--- src/rtl/vt52_video_pkg.sv ---
// Shared definitions for the VT52 video output path.
// Cursor mode codes, default geometry and the per-pixel pipeline bundle.
package vt52_video_pkg;

    localparam logic [1:0] CURSOR_OFF   = 2'b00;
    localparam logic [1:0] CURSOR_BLOCK = 2'b01;
    localparam logic [1:0] CURSOR_ULINE = 2'b10;
    localparam logic [1:0] CURSOR_RSVD  = 2'b11;

    localparam int DEF_COL_W  = 6;
    localparam int DEF_ROW_W  = 4;
    localparam int DEF_LINE_W = 4;

    typedef struct packed {
        logic blank;
        logic px;
        logic hs;
        logic vs;
    } pix_t;

    localparam pix_t PIX_RESET = '{blank: 1'b1, px: 1'b0, hs: 1'b0, vs: 1'b0};

endpackage

--- src/rtl/video_delay.sv ---
// Strobe-gated shift register used to keep video aligned with the syncs.
// Every stage clears to RST_VAL asynchronously.
module video_delay #(
    parameter int              WIDTH   = 4,
    parameter int              DEPTH   = 2,
    parameter logic [WIDTH-1:0] RST_VAL = '0
) (
    input  logic             clk,
    input  logic             rst_n,
    input  logic             en,
    input  logic [WIDTH-1:0] d,
    output logic [WIDTH-1:0] q
);

    logic [WIDTH-1:0] stg [DEPTH];

    always_ff @(posedge clk or negedge rst_n) begin
        if (!rst_n) begin
            for (int i = 0; i < DEPTH; i++) begin
                stg[i] <= RST_VAL;
            end
        end else if (en) begin
            stg[0] <= d;
            for (int i = 1; i < DEPTH; i++) begin
                stg[i] <= stg[i-1];
            end
        end
    end

    assign q = stg[DEPTH-1];

endmodule

--- src/rtl/video_compositor.sv ---
// Composites glyph pixels with a blinking cursor and reverse video,
// delaying video, hsync and vsync by the same number of pixel strobes.
module video_compositor
    import vt52_video_pkg::*;
#(
    parameter int COL_W        = DEF_COL_W,
    parameter int ROW_W        = DEF_ROW_W,
    parameter int LINE_W       = DEF_LINE_W,
    parameter int UL_START     = 14,
    parameter int BLINK_FRAMES = 30,
    parameter int PIPE         = 2,
    parameter bit VIDEO_ON     = 1'b1
) (
    input  logic              clk,
    input  logic              clr,
    input  logic              px_en,
    input  logic              hblank,
    input  logic              vblank,
    input  logic              hsync_in,
    input  logic              vsync_in,
    input  logic              char_pixel,
    input  logic [COL_W-1:0]  col,
    input  logic [ROW_W-1:0]  row,
    input  logic [LINE_W-1:0] char_line,
    input  logic [COL_W-1:0]  cursor_x,
    input  logic [ROW_W-1:0]  cursor_y,
    input  logic              cursor_moved,
    input  logic [1:0]        cursor_mode,
    input  logic              blink_en,
    input  logic              invert,
    output logic              hsync,
    output logic              vsync,
    output logic              video,
    output logic              blink_on
);

    localparam logic [7:0]        BLINK_LAST = 8'(BLINK_FRAMES - 1);
    localparam logic [LINE_W-1:0] UL_LINE    = LINE_W'(UL_START);

    logic       vblank_q;
    logic [7:0] frm_cnt;
    logic       vb_edge;

    assign vb_edge = vblank & ~vblank_q;

    // A cursor write restarts the blink phase so the cursor shows at once.
    always_ff @(posedge clk or negedge clr) begin
        if (!clr) begin
            vblank_q <= 1'b0;
            frm_cnt  <= '0;
            blink_on <= 1'b1;
        end else begin
            vblank_q <= vblank;
            if (cursor_moved) begin
                frm_cnt  <= '0;
                blink_on <= 1'b1;
            end else if (vb_edge) begin
                if (frm_cnt == BLINK_LAST) begin
                    frm_cnt  <= '0;
                    blink_on <= ~blink_on;
                end else begin
                    frm_cnt <= frm_cnt + 8'd1;
                end
            end
        end
    end

    logic hit;
    logic shape;
    logic cur;
    pix_t stage_in;
    pix_t stage_out;

    assign hit = (col == cursor_x) & (row == cursor_y);

    always_comb begin
        shape = 1'b0;
        case (cursor_mode)
            CURSOR_OFF:   shape = 1'b0;
            CURSOR_BLOCK: shape = 1'b1;
            CURSOR_ULINE: shape = (char_line >= UL_LINE);
            CURSOR_RSVD:  shape = 1'b1;
        endcase
    end

    assign cur = hit & shape & (blink_on | ~blink_en);

    assign stage_in = '{
        blank: hblank | vblank,
        px:    char_pixel ^ cur ^ invert,
        hs:    hsync_in,
        vs:    vsync_in
    };

    video_delay #(
        .WIDTH  ($bits(pix_t)),
        .DEPTH  (PIPE),
        .RST_VAL(PIX_RESET)
    ) u_delay (
        .clk  (clk),
        .rst_n(clr),
        .en   (px_en),
        .d    (stage_in),
        .q    (stage_out)
    );

    always_ff @(posedge clk or negedge clr) begin
        if (!clr) begin
            hsync <= 1'b0;
            vsync <= 1'b0;
            video <= ~VIDEO_ON;
        end else if (px_en) begin
            hsync <= stage_out.hs;
            vsync <= stage_out.vs;
            video <= (!stage_out.blank && stage_out.px) ? VIDEO_ON : ~VIDEO_ON;
        end
    end

endmodule
--- config.mk ---
export PLATFORM = sky130hd
export DESIGN_NAME = video_compositor
export DESIGN_NICKNAME = d
export VERILOG_FILES = /design/src/rtl/vt52_video_pkg.sv /design/src/rtl/video_delay.sv /design/src/rtl/video_compositor.sv
export SDC_FILE = /design/constraint.sdc
export NUM_CORES = 1
export LEC_CHECK = 0
export ABC_AREA = 0
export BUFFER_PORTS_ARGS = -buffer_cell sky130_fd_sc_hd__buf_2
export CAP_MARGIN = 20
export CORE_UTILIZATION = 43
export DETAILED_ROUTE_END_ITERATION = 6
export PLACE_DENSITY = 0.79
export SKIP_CTS_REPAIR_TIMING = 1
export SLEW_MARGIN = 20
export SYNTH_ARGS = -nofsm -noshare
export SYNTH_HDL_FRONTEND = slang
export SYNTH_SLANG_ARGS = --single-unit
--- constraint.sdc ---
create_clock -name clk -period 1.29 [get_ports clk]
set_input_delay 0.258 -clock clk [delete_from_list [all_inputs] [get_ports clk]]
set_output_delay 0.258 -clock clk [all_outputs]
set_load 0.005 [all_outputs]
==> results of run 1 <==
-- synth_stat cells, drive strengths merged --
cell type and number:
dfstp 3, dfrtp 18, xnor2 14, inv 4, ha 2, nor2 12, nand3 2, a21oi 3
o22ai 1, a41oi 1, nand2b 2, nand4 2, nor4 2, and2b 1, nand3b 2, and3 1
mux2 9, nor3 2, o21ai 3, o21bai 1, nand2 5, a31oi 1, buf 1, xor2 3
o2111ai 2
-- cell type report --
type	count	area (um2)	share of cell area [%]
Clock buffer	3	22.5	1.53
Clock inverter	1	5.00	0.341
Inverter	4	15.0	1.02
Multi-Input combinational cell	71	566	38.5
Sequential cell	21	529	36.1
Tap cell	28	35.0	2.39
Timing Repair Buffer	52	295	20.1
-- worst register-to-register path, stage by stage, from the launching register on --
cell and delay, ns:
dfrtp_1 0.41, inv_2 0.08, ha_4 0.12, nand3b_1 0.11
nor4_4 0.25, buf_4 0.18, and3_1 0.16, o21bai_1 0.06
-- stage by stage --
| stage | setup TNS, ns | cells | area [um2] |
|---|---|---|---|
| finish | -0.855 | 180 | 1470 |
| global route | -1.74 | 180 | 1470 |
| CTS | -1.21 | 177 | 1400 |
| detailed placement | -0.960 | 173 | 1370 |
| global placement | -0.815 | 173 | 1370 |
| floorplan | -0.233 | 97 | 1070 |
-- path summary, 6_finish.rpt --
| kind | endpoint | slack, ns |
|---|---|---|
| setup / recovery | blink_on$_DFFE_PN1P_ | -0.14 |
| hold / removal | vblank_q$_DFF_PN0_ | 0.1 |
| setup reg to reg | blink_on$_DFFE_PN1P_ | -0.14 |
| hold reg to reg | hsync$_DFFE_PN0P_ | 0.52 |
| max in group asynchronous | u_delay.q[3]$_DFFE_PN1P_ | 0.53 |
| min in group asynchronous | frm_cnt[0]$_DFFE_PN0P_ | 0.42 |
-- power by group through the flow --
stage	registers [uW]	clock network, uW	logic, uW
floorplan	753	0	117
global placement	753	0	225
detailed placement	756	0	234
CTS	743	325	235
global route	751	355	274
finish	744	308	246
-- registers in the layout, indices dropped and copies added, names as in the netlist --
register     flops
frm_cnt          8
u_delay.q        4
u_delay.stg      4
blink_on         1
hsync            1
vblank_q         1
video            1
vsync            1
-- cells in the final DEF (no fill, tap or decap), drive strengths merged, types with 3 or more instances in the layout --
cell type / count
inv: 4
a21oi: 3
nor2: 12
xor2: 3
mux2: 9
xnor2: 14
clkbuf: 3
dfstp: 3
dfrtp: 18
nand2: 5
o21ai: 3
buf: 51
-- cells by family (layout without fill, tap and decap cells) --
| group | count (synthesis) | in the layout | share of synthesized area, % |
|---|---|---|---|
| AOI/OAI and AO/OA | 12 | 12 | 7.16 |
| and+or+nand+nor | 31 | 31 | 15.3 |
| DFF | 21 | 21 | 49.6 |
| buffers and inverters | 5 | 60 | 1.76 |
| xor gates and xnor gates | 17 | 17 | 14.0 |
| muxes | 9 | 9 | 9.86 |
| adders and majority gates | 2 | 2 | 2.35 |
-- layer usage --
| metal | vias up | share of wire, % | routed length [um] | global-route usage, % |
|---|---|---|---|---|
| li1 | 450 | - | - | - |
| met1 | 399 | 41 | 842 | 20.6 |
| met2 | 30 | 54 | 1110 | 32.9 |
| met3 | 2 | 5.4 | 112 | 3.51 |
| met4 | 0 | 0.39 | 8 | 6.76 |
| met5 | - | 0 | 0 | 0 |
==> flow_metrics.py, run 1 <==
metrics = {
    "power": {
        "sw_frac_of_total_pct": 24.8,
        "pwr-share-clk_pct": 23.7,
        "power_uw": 1300,
        "intPower_uw": 976,
        "p_leak_uw": 0.000663,
        "p_comb_share_pct": 19.0,
        "ir_drop_uv": 826,
        "p_sw_uw": 321,
        "p_seq_share_pct": 57.3,
        "power_density_nw_per_um2": 884,
    },
    "min_path": {
        "min-delay-start": "vblank",
        "hp-class": "in2reg",
        "hold_depth": 1,
    },
    "timing": {
        "fin_ws_ns": -0.137,
        "drv_slew": 0,
        "setup_violations": 10,
        "fin_crit_ns": 1.43,
        "rsz0062_at_grt": "true",
        "max_freq_ghz": 0.701,
        "relSlewSlack_pct": 69.8,
        "hold_viol": 0,
        "hold_slack_ns": 0.0986,
        "tightest_slew_ns": 0.453,
        "post-route-period-util_pct": 111,
        "finalClockSkew_ns": 0.00223,
    },
    "synthesis": {
        "yosys_warnings": 0,
        "syn_area_per_cell_um2": 11.0,
        "synth-seq-cells": 21,
        "synthCells": 97,
        "syn_nets": 136,
        "synth.distinct_cells": 26,
        "netlist_area_um2": 1070,
        "synth_area_leader_cell": "dfrtp_1",
        "synth.area.top_cells": "dfrtp_1 42%, xnor2_1 12%, mux2_2 8.5%",
        "synth_top_area_share_pct": 42.3,
        "yosysSeqAreaShare_pct": 49.6,
    },
    "floorplan": {
        "coreArea_um2": 2280,
        "die_x_um": 51.8,
        "die_area_um2": 2680,
        "row_count": 17,
        "die_y_um": 51.8,
        "initial_core_util_pct": 46.8,
        "ios": 41,
    },
    "worst_setup_path": {
        "cp_top_family": "simple AND/OR/NAND/NOR gates",
        "crit_path_start": "frm_cnt[1]$_DFFE_PN0P_",
        "ff2ff_path_depth": 7,
        "crit_slowest_cell": "dfrtp_1",
        "end_kind": "flop",
        "worstPathCellList": "inv_2, ha_4, nand3b_1, nor4_4, buf_4, and3_1, o21bai_1",
        "cp_max_fo": 3,
        "path_class": "reg2reg",
        "cp.arrival_ns": 1.67,
        "worst-path-buf-inv": 2,
        "required_ns": 1.53,
        "max_stage_delay_ns": 0.41,
        "timing.rr.start": "frm_cnt[1]$_DFFE_PN0P_",
        "worst_setup_path_start_kind": "flop",
        "worst-path-stages": 7,
    },
    "place": {
        "dp_slack_ns": -0.129,
        "hpwl_mm": 1.68,
        "portBuffers": 39,
        "place.gp.congestion": 0.786,
    },
    "run_status": {
        "failed_checks": "setup timing",
        "outcome": "finished with violations",
    },
    "routing": {
        "wl_per_cell_um": 11.5,
        "wirelength_mm": 2.08,
        "vias": 881,
        "drt.antenna.violating_nets": 0,
        "drt_iter0_markers": 6,
        "drc": 0,
        "via_per_inst": 4.89,
        "drt_pass1_iterations": 4,
    },
    "layout": {
        "fillers": 197,
        "diodes": 0,
        "fin_util_pct": 64.5,
        "layout-drive-gt1-share_pct": 50.7,
        "nets": 192,
        "syn2layout_area_growth_pct": 37.7,
    },
    "clock_tree": {
        "cts-root-buf": "clkbuf_4",
        "tritoncts": "yes",
        "clk_transition_reported_paths_ns": 0.11,
        "cts_max_level": 1,
        "cts_made_buffers": 3,
        "insertion_delay_ns": 0.30,
        "clock_path_buffers": 2,
        "cts.sinks": 21,
    },
    "global_routing": {
        "antenna_found_initial": 0,
        "grt_pass1_wl_mm": 3.53,
        "grt_pass1_vias": 903,
        "track_usage_pct": 18.0,
        "overflow": 0,
        "grt_max_degree": 22,
    },
    "job": {
        "maxCapViolCount": 0,
    },
}
Power figures use the tool's default switching activity.
==> run 2: changes to the inputs <==
==> constraint.sdc (replaced) <==
create_clock -name clk -period 1.29 [get_ports clk]
set_input_delay 0.0645 -clock clk [delete_from_list [all_inputs] [get_ports clk]]
set_output_delay 0.0645 -clock clk [all_outputs]
set_load 0.005 [all_outputs]
==> flow_metrics.py, run 2 (synthesized netlist as in run 1, its figures left out) <==
metrics = {
    "worst_setup_path": {
        "cp.arrival_ns": 1.62,
        "path_class": "reg2reg",
        "worstPathCellList": "inv_2, ha_4, nand3b_1, nor4_4, buf_4, and3_1, o21bai_1",
        "crit_slowest_cell": "dfrtp_1",
        "cp_max_fo": 3,
        "worst_setup_path_start_kind": "flop",
        "max_stage_delay_ns": 0.40,
        "required_ns": 1.52,
        "end_kind": "flop",
    },
    "layout": {
        "final_common_cell": "buf_2",
        "syn2layout_area_growth_pct": 41.1,
        "fin_util_pct": 66.1,
        "fin_area_um2": 1500,
        "multi_input_area_um2": 572,
        "largest_register_ffs": 8,
        "regMostFlops": "frm_cnt",
        "nets": 195,
        "layout-drive-gt1-share_pct": 49.7,
        "fillers": 186,
        "diodes": 0,
        "regArea_um2": 529,
        "mostFrequentLayoutCells": "39 x buf_2, 18 x dfrtp_1, 14 x xnor2_1",
    },
    "clock_tree": {
        "tritoncts": "yes",
        "cts_max_level": 1,
        "insertion_delay_ns": 0.29,
        "cts.sinks": 21,
        "clock_path_buffers": 2,
        "cts_made_buffers": 3,
        "cts-root-buf": "clkbuf_4",
        "clk_transition_reported_paths_ns": 0.11,
    },
    "place": {
        "portBuffers": 39,
        "place.gp.congestion": 0.868,
        "placed_cell_area_um2": 1380,
        "hpwl_mm": 1.69,
    },
    "routing": {
        "wirelength_mm": 2.05,
        "drt_pass1_iterations": 4,
        "vias": 907,
        "via_per_inst": 4.96,
        "drt_iter0_markers": 8,
        "wl_per_cell_um": 11.2,
        "drc": 0,
        "drt.antenna.violating_nets": 0,
    },
    "power": {
        "p_leak_uw": 0.000677,
        "power_density_nw_per_um2": 865,
        "ir_drop_uv": 679,
    },
    "global_routing": {
        "grt_max_degree": 22,
        "track_usage_pct": 17.8,
        "overflow": 0,
        "grt_pass1_vias": 932,
        "antenna_found_initial": 0,
        "grt_pass1_wl_mm": 3.48,
    },
    "timing": {
        "finalClockSkew_ns": 0.00228,
        "rsz0062_at_grt": "true",
        "max_freq_ghz": 0.722,
        "tightest_slew_ns": 0.458,
        "post-route-period-util_pct": 107,
        "drv_slew": 0,
        "fin_ws_ns": -0.0953,
        "relSlewSlack_pct": 69.5,
        "hold_viol": 0,
        "fin_crit_ns": 1.39,
        "setup_violations": 9,
    },
    "floorplan": {
        "die_x_um": 51.8,
        "initial_core_util_pct": 46.8,
        "die_area_um2": 2680,
        "coreArea_um2": 2280,
        "row_count": 17,
        "die_y_um": 51.8,
        "ios": 41,
    },
    "run_status": {
        "outcome": "finished with violations",
        "failed_checks": "setup timing",
    },
    "job": {
        "maxCapViolCount": 0,
    },
    "min_path": {
        "hp-class": "in2reg",
    },
}
==> run 2: path summary, 6_finish.rpt <==
check	start	end	slack (ns)	cells after the start
setup / recovery	frm_cnt[1]$_DFFE_PN0P_	blink_on$_DFFE_PN1P_	-0.1	7
max in group asynchronous	clr	u_delay.q[3]$_DFFE_PN1P_	0.71	2
min in group asynchronous	clr	frm_cnt[6]$_DFFE_PN0P_	0.24	2
hold reg to reg	u_delay.q[1]$_DFFE_PN0P_	u_delay.q[1]$_DFFE_PN0P_	0.52	1
setup reg to reg	frm_cnt[1]$_DFFE_PN0P_	blink_on$_DFFE_PN1P_	-0.1	7
hold / removal	cursor_moved	blink_on$_DFFE_PN1P_	0.07	2
==> run 2: metal layers <==
metal | wire, um | up-vias | GRT usage (%)
met5 | 0 | - | 0
met4 | 0 | 0 | 5.41
met3 | 106 | 0 | 3.51
met2 | 1110 | 32 | 35.5
met1 | 830 | 425 | 18.1
li1 | - | 450 | -
==> run 2: layout make-up <==
class	instances	share of cell area [%]
Tap cell	28	2.33
Sequential cell	21	35.2
Timing Repair Buffer	55	21.6
Clock inverter	1	0.333
Clock buffer	3	1.50
Multi-Input combinational cell	71	38.0
Inverter	4	0.998
==> run 2: power breakdown <==
part           switching, uW  internal (uW)
sequential              28.6            717
clock                    188            115
combinational            104            148
==> run 2: stage by stage <==
step	power (uW)	setup slack (ns)	hold slack (ns)	std cells	setup TNS, ns
finish	1300	-0.0953	0.0697	183	-0.386
global route	1380	-0.187	0.0491	183	-1.31
CTS	1300	-0.149	-0.298	178	-0.987
detailed placement	991	-0.119	0.0368	174	-0.716
global placement	978	-0.0613	0.0261	174	-0.370
floorplan	869	-0.0467	-0.231	97	-0.233
==> run 2: worst max-delay path, delay by kind of cell (launching register included) <==
family	cells	cell delay, ns
simple gates	3	0.49
flops	1	0.40
fa+ha+maj	1	0.12
compound gates	1	0.06
buf+inv	2	0.25
==> run 3: changes to the inputs <==
MAX_ROUTING_LAYER = met4   (was default)
==> flow_metrics.py, run 3 (synthesized netlist as in run 1, its figures left out) <==
metrics = {
    "run_status": {
        "outcome": "finished with violations",
        "failed_checks": "setup timing",
    },
    "global_routing": {
        "met1_usage_pct": 18.1,
        "grt_pass1_wl_mm": 3.48,
        "track_usage_pct": 18.3,
        "grt_max_degree": 22,
        "overflow": 0,
        "grt_busiest_layer": "met2",
        "grt_util_met2_pct": 35.5,
        "met3_usage_pct": 3.51,
        "antenna_found_initial": 0,
        "grt_pass1_vias": 931,
    },
    "place": {
        "placed_cell_area_um2": 1380,
        "place.gp.congestion": 0.882,
        "hpwl_mm": 1.69,
        "portBuffers": 39,
    },
    "layout": {
        "nets": 195,
        "mostFrequentLayoutCells": "39 x buf_2, 18 x dfrtp_1, 14 x xnor2_1",
        "layout-drive-gt1-share_pct": 49.7,
        "largest_register_ffs": 8,
        "regMostFlops": "frm_cnt",
        "fillers": 186,
        "fin_area_um2": 1500,
        "fin_util_pct": 66.1,
        "final_common_cell": "buf_2",
        "regArea_um2": 529,
        "diodes": 0,
        "syn2layout_area_growth_pct": 41.1,
        "multi_input_area_um2": 572,
    },
    "worst_setup_path": {
        "end_kind": "flop",
        "cp.arrival_ns": 1.62,
        "cp_max_fo": 3,
        "rrSetupSlack_ns": -0.1,
        "path_class": "reg2reg",
        "required_ns": 1.52,
        "worstPathCellList": "inv_2, ha_4, nand3b_1, nor4_4, buf_4, and3_1, o21bai_1",
        "worst_setup_path_start_kind": "flop",
        "max_stage_delay_ns": 0.40,
        "crit_slowest_cell": "dfrtp_1",
    },
    "timing": {
        "fin_tns_setup_ns": -0.387,
        "hold_slack_ns": 0.0697,
        "fin_ws_ns": -0.0953,
        "fin_crit_ns": 1.39,
        "post-route-period-util_pct": 107,
        "tightest_slew_ns": 0.458,
        "hold_viol": 0,
        "drv_slew": 0,
        "finalClockSkew_ns": 0.00208,
        "setup_violations": 9,
        "relSlewSlack_pct": 69.5,
        "max_freq_ghz": 0.722,
        "rsz0062_at_grt": "true",
    },
    "clock_tree": {
        "clk_transition_reported_paths_ns": 0.11,
        "cts_max_level": 1,
        "insertion_delay_ns": 0.29,
        "clock_path_buffers": 2,
        "tritoncts": "yes",
        "cts.sinks": 21,
        "cts-root-buf": "clkbuf_4",
        "cts_made_buffers": 3,
    },
    "routing": {
        "vias": 907,
        "via_per_inst": 4.96,
        "wl_per_cell_um": 11.2,
        "drt.antenna.violating_nets": 0,
        "wirelength_mm": 2.05,
        "drt_pass1_iterations": 4,
        "drt_iter0_markers": 8,
        "drc": 0,
    },
    "floorplan": {
        "die_y_um": 51.8,
        "initial_core_util_pct": 46.8,
        "die_area_um2": 2680,
        "ios": 41,
        "coreArea_um2": 2280,
        "die_x_um": 51.8,
        "row_count": 17,
    },
    "power": {
        "ir_drop_uv": 679,
        "power_density_nw_per_um2": 865,
        "power_uw": 1300,
        "p_leak_uw": 0.000677,
    },
    "job": {
        "maxCapViolCount": 0,
    },
    "min_path": {
        "hp-class": "in2reg",
    },
}
-- run 3: area by class of cell --
type                    count  share of cell area, %
well taps                  28                   2.33
repair buffers             55                   21.6
inverters                   4                  0.998
clock inverters             1                  0.333
flip-flops and latches     21                   35.2
clock buffers               3                   1.50
multi-input cells          71                   38.0
-- run 3: path summary, 6_finish.rpt --
check / from / endpoint / cells past startpoint
worst min register to register: u_delay.q[1]$_DFFE_PN0P_ / u_delay.q[1]$_DFFE_PN0P_ / 1
worst min-delay path: cursor_moved / blink_on$_DFFE_PN1P_ / 2
worst max register to register: frm_cnt[1]$_DFFE_PN0P_ / blink_on$_DFFE_PN1P_ / 7
min in group asynchronous: clr / frm_cnt[6]$_DFFE_PN0P_ / 2
max in group asynchronous: clr / u_delay.q[3]$_DFFE_PN1P_ / 2
worst max-delay path: frm_cnt[1]$_DFFE_PN0P_ / blink_on$_DFFE_PN1P_ / 7
-- run 3: metrics by stage --
step	instances	setup WS (ns)
after detailed placement	174	-0.119
after floorplan	97	-0.0467
after global placement	174	-0.0613
after global routing	183	-0.187
after CTS	178	-0.149
final	183	-0.0953
-- run 3: critical path, delay by kind of cell, from the launching register on --
kind	cells	cell delay, ns
and+or+nand+nor	3	0.49
buffers and inverters	2	0.25
AOI/OAI and AO/OA	1	0.06
DFF	1	0.40
adders and majority gates	1	0.12
-- run 3: report_power, final --
part	total, uW	internal, uW	switching [uW]	leakage, uW
logic	252	148	104	0.000397
clock network	303	115	188	0.0000177
registers	745	717	28.6	0.000262
-- run 3: routing by layer --
metal / up-vias / wire length [um]
met5: - / 0
met4: 0 / 0
met3: 0 / 105
met2: 32 / 1110
met1: 425 / 827
li1: 450 / -
